File: config.mk
export PLATFORM = sky130hd
export DESIGN_NAME = pixel_scheduler
export DESIGN_NICKNAME = d
export VERILOG_FILES = /design/src/rtl/pixel_scheduler.sv
export SDC_FILE = /design/constraint.sdc
export NUM_CORES = 1
export LEC_CHECK = 0
export ABC_AREA = 1
export BUFFER_PORTS_ARGS = -buffer_cell sky130_fd_sc_hd__buf_2
export CAP_MARGIN = 20
export CORE_MARGIN = 3
export CORE_UTILIZATION = 30
export CTS_BUF_LIST = sky130_fd_sc_hd__clkbuf_4 sky130_fd_sc_hd__clkbuf_8 sky130_fd_sc_hd__clkbuf_16
export DETAILED_ROUTE_END_ITERATION = 12
export PLACE_DENSITY_LB_ADDON = 0.25
export SETUP_SLACK_MARGIN = 0.02
export SLEW_MARGIN = 30
export SYNTH_ARGS = -nofsm -noshare
export SYNTH_HDL_FRONTEND = slang
export SYNTH_SLANG_ARGS = --single-unit
export TNS_END_PERCENT = 1
File: constraint.sdc
create_clock -name sysclk -period 2.3 [get_ports sysclk]
set_clock_uncertainty 0.05 [all_clocks]
set_input_delay 0 -clock sysclk [delete_from_list [all_inputs] [get_ports sysclk]]
set_output_delay 0 -clock sysclk [all_outputs]
set_load 0.02 [all_outputs]
File: src/rtl/pixel_scheduler.sv
// pixel_scheduler
//   Walks every pixel of a frame in raster order, derives the complex
//   constant c for each pixel from the viewport latched at frame start,
//   launches one depth calculation at a time and streams the results out
//   through a valid/ready handshake.
//
//   state  | meaning
//   -------+-------------------------------------------------------------
//   IDLE   | no frame in progress, waiting for frame_start
//   ISSUE  | one-cycle calc_start pulse for the current pixel
//   WAIT   | waiting for the calculator to report calc_done
//   OUTPUT | pixel presented downstream, waiting for out_ready
//
// Ports
//   sysclk, reset          clock and synchronous active-high reset
//   frame_start            single-cycle request to render one frame
//   re_min, im_max, step   viewport: left column re, top line im, pixel pitch
//   re_c, im_c             c of the current pixel, to the calculator
//   calc_start             one-cycle launch pulse to the calculator
//   calc_done, calc_depth  level result-ready and depth from the calculator
//   out_valid, out_ready   downstream pixel handshake
//   out_x, out_y           coordinates of the presented pixel
//   out_depth, out_last    depth and last-pixel-of-frame flag
//   busy                   frame in progress
//   frame_done             one-cycle pulse after the last pixel is accepted
module pixel_scheduler #(
  parameter int FRAC        = 60,
  parameter int WORD_LENGTH = 64,
  parameter int H_RES       = 640,
  parameter int V_RES       = 480
) (
  input  logic                          sysclk,
  input  logic                          reset,
  input  logic                          frame_start,
  input  logic signed [WORD_LENGTH-1:0] re_min,
  input  logic signed [WORD_LENGTH-1:0] im_max,
  input  logic signed [WORD_LENGTH-1:0] step,
  output logic signed [WORD_LENGTH-1:0] re_c,
  output logic signed [WORD_LENGTH-1:0] im_c,
  output logic                          calc_start,
  input  logic                          calc_done,
  input  logic [9:0]                    calc_depth,
  output logic                          out_valid,
  input  logic                          out_ready,
  output logic [9:0]                    out_x,
  output logic [9:0]                    out_y,
  output logic [9:0]                    out_depth,
  output logic                          out_last,
  output logic                          busy,
  output logic                          frame_done
);

  // The coordinate arithmetic never looks at the binary point; FRAC only
  // has to describe a format that fits in the word.
  if (FRAC < 0 || FRAC >= WORD_LENGTH) begin : g_frac_range
    $error("pixel_scheduler: FRAC must lie inside the coordinate word");
  end
  if (H_RES < 2 || H_RES > 1024 || V_RES < 2 || V_RES > 1024) begin : g_res_range
    $error("pixel_scheduler: H_RES/V_RES must be 2..1024 for 10-bit coordinates");
  end

  localparam logic [9:0] X_LAST = 10'(H_RES - 1);
  localparam logic [9:0] Y_LAST = 10'(V_RES - 1);

  typedef enum logic [1:0] {
    S_IDLE,
    S_ISSUE,
    S_WAIT,
    S_OUTPUT
  } state_t;

  state_t state, state_nxt;

  logic signed [WORD_LENGTH-1:0] re_min_q, re_min_nxt;
  logic signed [WORD_LENGTH-1:0] step_q, step_nxt;
  logic signed [WORD_LENGTH-1:0] re_acc, re_acc_nxt;
  logic signed [WORD_LENGTH-1:0] im_acc, im_acc_nxt;
  logic [9:0]                    x_q, x_nxt;
  logic [9:0]                    y_q, y_nxt;
  logic [9:0]                    depth_q, depth_nxt;
  logic                          frame_done_q, frame_done_nxt;
  logic                          at_last;

  assign at_last = (x_q == X_LAST) && (y_q == Y_LAST);

  always_ff @(posedge sysclk) begin
    if (reset) begin
      state        <= S_IDLE;
      re_min_q     <= '0;
      step_q       <= '0;
      re_acc       <= '0;
      im_acc       <= '0;
      x_q          <= '0;
      y_q          <= '0;
      depth_q      <= '0;
      frame_done_q <= 1'b0;
    end else begin
      state        <= state_nxt;
      re_min_q     <= re_min_nxt;
      step_q       <= step_nxt;
      re_acc       <= re_acc_nxt;
      im_acc       <= im_acc_nxt;
      x_q          <= x_nxt;
      y_q          <= y_nxt;
      depth_q      <= depth_nxt;
      frame_done_q <= frame_done_nxt;
    end
  end

  always_comb begin
    state_nxt      = state;
    re_min_nxt     = re_min_q;
    step_nxt       = step_q;
    re_acc_nxt     = re_acc;
    im_acc_nxt     = im_acc;
    x_nxt          = x_q;
    y_nxt          = y_q;
    depth_nxt      = depth_q;
    frame_done_nxt = 1'b0;

    case (state)
      S_IDLE: begin
        if (frame_start) begin
          re_min_nxt = re_min;
          step_nxt   = step;
          re_acc_nxt = re_min;
          im_acc_nxt = im_max;
          x_nxt      = '0;
          y_nxt      = '0;
          state_nxt  = S_ISSUE;
        end
      end

      // calc_done may still be high from the previous pixel here, so it is
      // deliberately not looked at until WAIT.
      S_ISSUE: state_nxt = S_WAIT;

      S_WAIT: begin
        if (calc_done) begin
          depth_nxt = calc_depth;
          state_nxt = S_OUTPUT;
        end
      end

      S_OUTPUT: begin
        if (out_ready) begin
          if (at_last) begin
            frame_done_nxt = 1'b1;
            state_nxt      = S_IDLE;
          end else begin
            if (x_q != X_LAST) begin
              x_nxt      = x_q + 10'd1;
              re_acc_nxt = re_acc + step_q;
            end else begin
              x_nxt      = '0;
              y_nxt      = y_q + 10'd1;
              re_acc_nxt = re_min_q;
              im_acc_nxt = im_acc - step_q;
            end
            state_nxt = S_ISSUE;
          end
        end
      end

      default: state_nxt = S_IDLE;
    endcase
  end

  assign re_c       = re_acc;
  assign im_c       = im_acc;
  assign calc_start = (state == S_ISSUE);
  assign out_valid  = (state == S_OUTPUT);
  assign out_x      = x_q;
  assign out_y      = y_q;
  assign out_depth  = depth_q;
  assign out_last   = (state == S_OUTPUT) && at_last;
  assign busy       = (state != S_IDLE);
  assign frame_done = frame_done_q;

endmodule

### Word level (Yosys, flattened, before mapping)

Index checks and enable logic that the tools add are counted.

* bits in registers: 289
* word-level logic and storage cells: 62

* add/subtract/negate cells: 4
* eq/ne operators: 11
* multiplexer cells: 25
* bitwise operators: 2
* reductions and logical operators: 11

Operator list (count)
* $mux 64: 8
* $pmux 64 s2: 2
* $mux 10: 7
* $add 64x64->64: 1
* $sub 64x64->64: 1
* $pmux 10 s2: 2
* $add 10x1->10 const B: 2
* $eq 10x10->1 const B: 1
* $eq 10x9->1 const B: 1
* $ne 10x10->1 const B: 1
* $ne 2x2->1 const B: 4
* $pmux 2 s4: 1
* $mux 2: 3
* $reduce_and 5->1: 1
* $eq 2x2->1 const B: 2
* $reduce_and 2->1: 2
* $reduce_and 4->1: 1
* $reduce_bool 2->1: 2
* $reduce_and 3->1: 1
* $reduce_or 3->1: 1
* $eq 2x1->1 const B: 1
* $logic_and 1x1->1: 2
* $logic_not 2->1: 1
* $mux 1: 2
* 2 further kinds: 3

### Depth between registers and ports, before layout

Gate-level depths: netlist (run 1).

* depth in word-level cells: 5
* depth in mapped cells: 18
* depth with buffers taken out: 18

### Least setup slack after synthesis (run 1)

No wires, ideal clock.

* kind: register to register
* from: reg im_acc[0], in the netlist im_c[0]
* to: reg im_acc[58], in the netlist im_c[58]
* arrival: 2.223 ns
* data required time: 2.138 ns
* slack: -0.085 ns
* stages on the path, launching flop included: 18
* path buffers: 0
* period minus slack after synthesis: 2.385 ns
* cells stage by stage: dfxtp_1 inv_1 ha_1 fa_1 inv_1 nand3_1 nand2_1 nand2_1 nand2_1 nand2_1 nand2_1 nand3_1 nand2_1 nand2_1 nand3_1 nand3_1 nand2_1 nand2_1

* longest elaborated chain between the ends: 5

RTL lines
* start: declaration: RTL line 77 `logic signed [WORD_LENGTH-1:0] im_acc, im_acc_nxt;`
* start signal: assignment: RTL line 102 `im_acc <= im_acc_nxt;`
* $sub 64x64->64: RTL line 158 `im_acc_nxt = im_acc - step_q;`
* $mux 64: RTL line 151 `if (x_q != X_LAST) begin`
* $mux 64: RTL line 147 `if (at_last) begin`
* $mux 64: RTL line 146 `if (out_ready) begin`
* $pmux 64 s2: RTL line 121 `case (state)`

Every way passes these cells. The select of a mux whose other input is x is not followed.
A chain may end at the register's enable or synchronous reset.

### Worst setup path after layout (run 1)

* from: reg step_q[23]
* to: reg im_acc[31], in the netlist im_c[31]

* longest elaborated chain between the ends: 5

RTL lines
* start: declaration: RTL line 75 `logic signed [WORD_LENGTH-1:0] step_q, step_nxt;`
* start signal: assignment: RTL line 100 `step_q <= step_nxt;`
* $sub 64x64->64: RTL line 158
* $mux 64: RTL line 151
* $mux 64: RTL line 147
* $mux 64: RTL line 146
* $pmux 64 s2: RTL line 121

Every way passes these cells. The select of a mux whose other input is x is not followed.

==> metrics.txt, run 1 <==
Pwr per Cell Area 1610 nW/µm²; R2R Path End im_c[31]$_SDFFE_PP0P_; ys flop type dfxtp_1; count leader, synth nand2_1; grt ovf 0; Yosys top cell by area dfxtp_1; setup_tns 0 ps; Crit Path Class flop to flop; Post-Synthesis Cells ~4000; Die H between 200 and 300 µm; first-pass GRT wire length approximately 160000 µm; Post-Layout Cell Count 6118; die area slightly below 80000 µm²; worst slew pin tran roughly 760 ps; IO Pins 370; Initial Util 0.304; maximum VDD drop 0.000726 V; Max Root-Sink Buffers 3; R2R cell count 14; drt wl/cell 18.4 µm; top-area cell type share of the netlist area 0.255; Initial DRT Pass Iterations 8; core area 74600 µm²; Max FO, Critical Path 5; RSZ-0062 raised after global routing true; CP Launch Type flop; Hold Path Sink im_c[27]$_SDFFE_PP0P_; Mapped Area between 20000 and 25000 µm²; Setup violations, final 0; Critical Path AT 2740 ps; Post-DP HPWL 87300 µm; unique cell type count in the Yosys netlist 45; gr usage total 0.268; outcome complete, no violations; TritonCTS clock tree done; Seq cells post-synth 289; via count 29546; top cells by count, synth 1230 x nand2_1, 613 x inv_1, 498 x nor2_1; EDFF count, synth 0; Final Max Slew Viols 0; post-synthesis sequential area ratio 0.255; Port Buf Inserts 369; vias in the first global route ~28000; CTS sink cnt slightly below 300; Worst R2R Start step_q[23]$_SDFFE_PP0P_; layout cells sized above 1 0.340; pin count of the biggest net entering global routing 95; Int Power 29900 µW; Reg clk slew, reported paths 60 ps; ranking of synthesized cells by area dfxtp_1 26%, nand2_1 20%, inv_1 10%, nor2_1 8.3%, a21oi_1 7.6%; RD Place Congestion between 0.9 and 1; area delta synth->final 64.1%; Final nets 5461; Maximum Capacitance Violations 0; ys async rst share 0; leak pwr 0.0188 µW; Worst Path Required 2750 ps; YS warnings 0; DRC 0; WL final 113000 µm; Switching Share 0.501; DP Cell Count between 5000 and 6000; Hold WC Path Type primary input to flop; die extent in x 281 µm; R2R setup slack 9 ps; crit path capture type flop; root buf cell clkbuf_16; Tcrit/Tclk final 0.996; switching power 30100 µW; Filler cells 7596; Max Freq 0.437 GHz; vias per cell 4.83; final hold viol count 0; Mean Syn Cell Area 5.71 µm²; min-delay src im_max[27]; Hold Path Depth 4; DR iter-0 viols 2373; number of buffers created by CTS 37; clk_lat worst skew 570 ps; Max-Slew Margin vs Limit 0.488; row count 100; power share of the sequential group 0.144; Comb pwr share 0.749; initial antenna violation count 4; antenna viol nets, final 0; minimum clock period 2290 ps; CTS H-tree lvls 2; Clock power frac 0.107; syn nets 4311
## logic make-up after synthesis
group                    share of synthesized area
AO/OA/AOI/OAI                                0.174
XOR/XNOR                                    0.0197
adder cells (fa/ha/maj)                     0.0752
buffers and inverters                        0.125
flip-flops                                   0.255
AND/OR/NAND/NOR                              0.351
## layer usage
layer	GRT usage	routed length [µm]
met5	0	0
met4	0.0911	4670
met3	0.0352	8130
met2	0.451	52100
met1	0.354	47900
## state kept, by name, summed over array words and instances (netlist names)
signal,count
out_x,10
re_min_q,64
state,2
re_c,64
frame_done,1
im_c,64
out_y,10
step_q,64
out_depth,10
## cell usage in the layout, fill, tap and decap left out, types with 34 or more instances in the layout
cell type,synthesis,final
nor2_4,3,46
ha_4,0,98
inv_2,3,48
a21oi_2,1,71
clkbuf_16,0,41
nand2_2,2,144
dfxtp_1,289,248
o21ai_0,328,292
nor2_2,1,100
dfxtp_2,0,34
nand2_1,1230,1062
inv_1,613,566
buf_2,11,368
a21oi_1,346,271
nand3_2,0,35
nand3_1,192,154
buf_4,6,608
dlygate4sd3_1,0,222
nor2_1,498,356
## repair_timing
item	CTS	global route
hold endpoints to repair	272	0
cloned	0	2
buffers inserted	1	16
gates resized for setup	210	605
setup endpoints to repair	105	144
hold buffers	222	0
pin swaps	11	126
## area by class of cell
type | instances | area, µm² | share of cell area
antenna | 3 | 7.51 | 0.000202
clock buffer | 50 | 1090 | 0.0293
clock inverter | 16 | 234 | 0.00629
inverter | 619 | 2350 | 0.0632
multi-input combinational | 2939 | 17200 | 0.463
sequential | 289 | 5850 | 0.157
tap | 969 | 1210 | 0.0326
timing repair buffer | 1233 | 9230 | 0.248
## worst max-delay path by stage
stage / endpoint / start / slack [ps] / cells after the start
floorplan: im_c[58]$_SDFFE_PP0P_ / im_c[0]$_SDFFE_PP0P_ / 40 / 17
global placement: im_c[56]$_SDFFE_PP0P_ / step_q[47]$_SDFFE_PP0P_ / -460 / 12
detailed placement: im_c[56]$_SDFFE_PP0P_ / step_q[47]$_SDFFE_PP0P_ / -470 / 12
CTS: im_c[48]$_SDFFE_PP0P_ / step_q[47]$_SDFFE_PP0P_ / -40 / 15
global route: im_c[62]$_SDFFE_PP0P_ / im_c[0]$_SDFFE_PP0P_ / -120 / 17
finish: im_c[31]$_SDFFE_PP0P_ / step_q[23]$_SDFFE_PP0P_ / 9 / 14
## worst max-delay path, stage by stage (launching register included)
cell and delay (ps):
dfxtp_2 370, inv_1 90, ha_4 310, nand2_1 110, nor2_2 130, inv_1 90, nor2_1 160, inv_1 120
nor2_1 100, nand2_1 80, nand2_2 130, buf_4 130, xor2_1 160, nor2_1 60, o21ai_0 140
## per-stage QoR
stage / setup slack [ps] / utilization / power [µW] / hold slack, ps / cell area (µm²)
final: 9.38 / 0.498 / 59900 / 153 / 37200
after global routing: -121 / 0.498 / 63900 / 163 / 37200
after CTS: -42.8 / 0.464 / 54100 / 116 / 34600
after detailed placement: -468 / 0.404 / 45300 / 193 / 30100
after global placement: -464 / 0.404 / 45300 / 188 / 30100
after floorplan: 42.7 / - / 27000 / 78.3 / 22700
## power by group through the flow
stage / logic, µW / registers (µW) / clock network [µW]
5_1_grt: 48400 / 8800 / 6760
3_5_place_dp: 37100 / 8210 / 0
3_3_place_gp: 37100 / 8200 / 0
4_1_cts: 39300 / 8260 / 6580
2_1_floorplan: 17900 / 9110 / 0
6_report: 44900 / 8640 / 6430
Note: power is estimated with default switching activity, not from simulation.
==> inputs of run 2 (changes only) <==
--- a/config.mk
+++ b/config.mk
@@ -6,15 +6,14 @@
 export NUM_CORES = 1
 export LEC_CHECK = 0
 export ABC_AREA = 1
-export BUFFER_PORTS_ARGS = -buffer_cell sky130_fd_sc_hd__buf_2
 export CAP_MARGIN = 20
 export CORE_MARGIN = 3
 export CORE_UTILIZATION = 30
 export CTS_BUF_LIST = sky130_fd_sc_hd__clkbuf_4 sky130_fd_sc_hd__clkbuf_8 sky130_fd_sc_hd__clkbuf_16
 export DETAILED_ROUTE_END_ITERATION = 12
+export DONT_BUFFER_PORTS = 1
 export PLACE_DENSITY_LB_ADDON = 0.25
 export SETUP_SLACK_MARGIN = 0.02
-export SLEW_MARGIN = 30
 export SYNTH_ARGS = -nofsm -noshare
 export SYNTH_HDL_FRONTEND = slang
 export SYNTH_SLANG_ARGS = --single-unit
==> metrics.txt, run 2 (same netlist as run 1, synthesis figures left out) <==
commonest non-fill, non-tap cell in the layout nand2_1; crit path capture type flop; grt ovf 0; Tcrit/Tclk final 1.02; row count 100; Worst Path Required ~2700 ps; Die H 281 µm; Pwr per Cell Area 1670 nW/µm²; worst slew pin tran 721 ps; gr usage total 0.271; Crit Path Class flop to flop; dpl cell area 28700 µm²; via count 28461; R2R Path End im_c[29]$_SDFFE_PP0P_; worst setup margin -52.5 ps; Maximum Capacitance Violations 0; R2R cell count 16; vias per cell 4.89; RSZ-0062 raised after global routing true; DRC 0; Hold WC Path Type primary input to flop; Final nets just over 5000; layout cells sized above 1 0.303; drt wl/cell about 19 µm; leak pwr 0.0175 µW; Port Buf Inserts 0; Post-DP HPWL 87600 µm; first-pass GRT wire length between 150000 and 200000 µm; WL final 113000 µm; Initial Util 0.304; Tot Pwr 60500 µW; Final Max Slew Viols 0; setup_tns -130 ps; Hold Path Sink im_c[29]$_SDFFE_PP0P_; die area about 80000 µm²; failing checks setup timing; vias in the first global route 27279; RD Place Congestion between 0.9 and 1; die extent in x 281 µm; Max Freq 0.425 GHz; outcome complete, but fails checks; Max Root-Sink Buffers 3; pin count of the biggest net entering global routing 98; CP Launch Type flop; TritonCTS clock tree done; DR iter-0 viols approximately 2200; Setup violations, final 7; CTS sink cnt 289; initial antenna violation count 9; min-delay src im_max[29]; most frequent cells in the layout 1072 x nand2_1, 678 x buf_4, 567 x inv_1; Max FO, Critical Path 5; number of buffers created by CTS 38; root buf cell clkbuf_16; Reg clk slew, reported paths 60 ps; Hold Path Depth 3; CTS H-tree lvls 2; clk_lat worst skew 580 ps; Max-Slew Margin vs Limit 0.515; minimum clock period 2350 ps; final hold viol count 0; Design Area, Final 36100 µm²; IO Pins 370; antenna viol nets, final 0; Critical Path AT 2770 ps; Initial DRT Pass Iterations 5; maximum VDD drop 0.000815 V; Worst R2R Start step_q[8]$_SDFFE_PP0P_; R2R setup slack -50 ps; core area about 75000 µm²; post-layout util 0.484; area delta synth->final 59.4%
run 2: metrics by stage:
| stage | std cells | setup slack [ps] | hold WS [ps] |
|---|---|---|---|
| detailed placement | 5496 | -333 | 25.7 |
| global placement | 5496 | -356 | 23.4 |
| CTS | 5802 | -27.7 | 18.3 |
| floorplan | 3969 | 42.7 | 78.3 |
| finish | 5826 | -52.5 | 57.2 |
| global route | 5824 | -104 | 60.9 |
run 2: worst max-delay path by stage:
stage | from | end | slack [ps] | depth (start not counted)
4_1_cts | step_q[30]$_SDFFE_PP0P_ | im_c[58]$_SDFFE_PP0P_ | -30 | 16
6_report | step_q[8]$_SDFFE_PP0P_ | im_c[29]$_SDFFE_PP0P_ | -50 | 16
5_1_grt | step_q[8]$_SDFFE_PP0P_ | im_c[29]$_SDFFE_PP0P_ | -100 | 16
3_3_place_gp | step_q[30]$_SDFFE_PP0P_ | im_c[50]$_SDFFE_PP0P_ | -360 | 16
3_5_place_dp | step_q[30]$_SDFFE_PP0P_ | im_c[50]$_SDFFE_PP0P_ | -330 | 16
2_1_floorplan | im_c[0]$_SDFFE_PP0P_ | im_c[58]$_SDFFE_PP0P_ | 40 | 17
run 2: what timing repair did:
item                       4_1_cts  5_1_grt
gates cloned                     3        0
hold endpoints to repair       283        0
buffers inserted                17       14
hold buffers                   217        0
pin swaps                       49      121
gates resized for setup        340      534
setup endpoints to repair      130      142
run 2: power breakdown:
part / total, µW / switching, µW / internal (µW) / leakage, µW
Sequential: 8580 / 1780 / 6790 / 0.00240
Combinational: 45300 / 26000 / 19300 / 0.0145
Clock: 6610 / 2620 / 4000 / 0.000656
run 2: final cells by class:
cell class / instances / area (µm²)
repair buffers: 931 / 7930
well taps: 969 / 1210
diodes: 10 / 25.0
clock buffers: 53 / 1120
fillers: 7602 / 38500
multi-input cells: 2939 / 17400
flip-flops and latches: 289 / 5840
clock inverters: 16 / 231
inverters: 619 / 2360
run 2: critical path, cell delays in order, from the launching register on:
cell and delay (ps):
dfxtp_2 330, inv_2 130, ha_4 240, a21oi_2 190
o21ai_1 90, buf_4 150, nand2_1 50, nand2_1 80
inv_1 60, nand2_1 120, nand2_2 110, nand2_2 110
buf_4 160, nand2_1 50, nand3_1 120, o211ai_1 150
nand2_1 60
run 2: layer usage:
metal,vias up,part of all wire,GRT usage
met4,2,0.038,0.100
met5,-,0.00012,0
met2,875,0.46,0.452
met1,13132,0.43,0.350
met3,201,0.068,0.0498
li1,14251,-,-
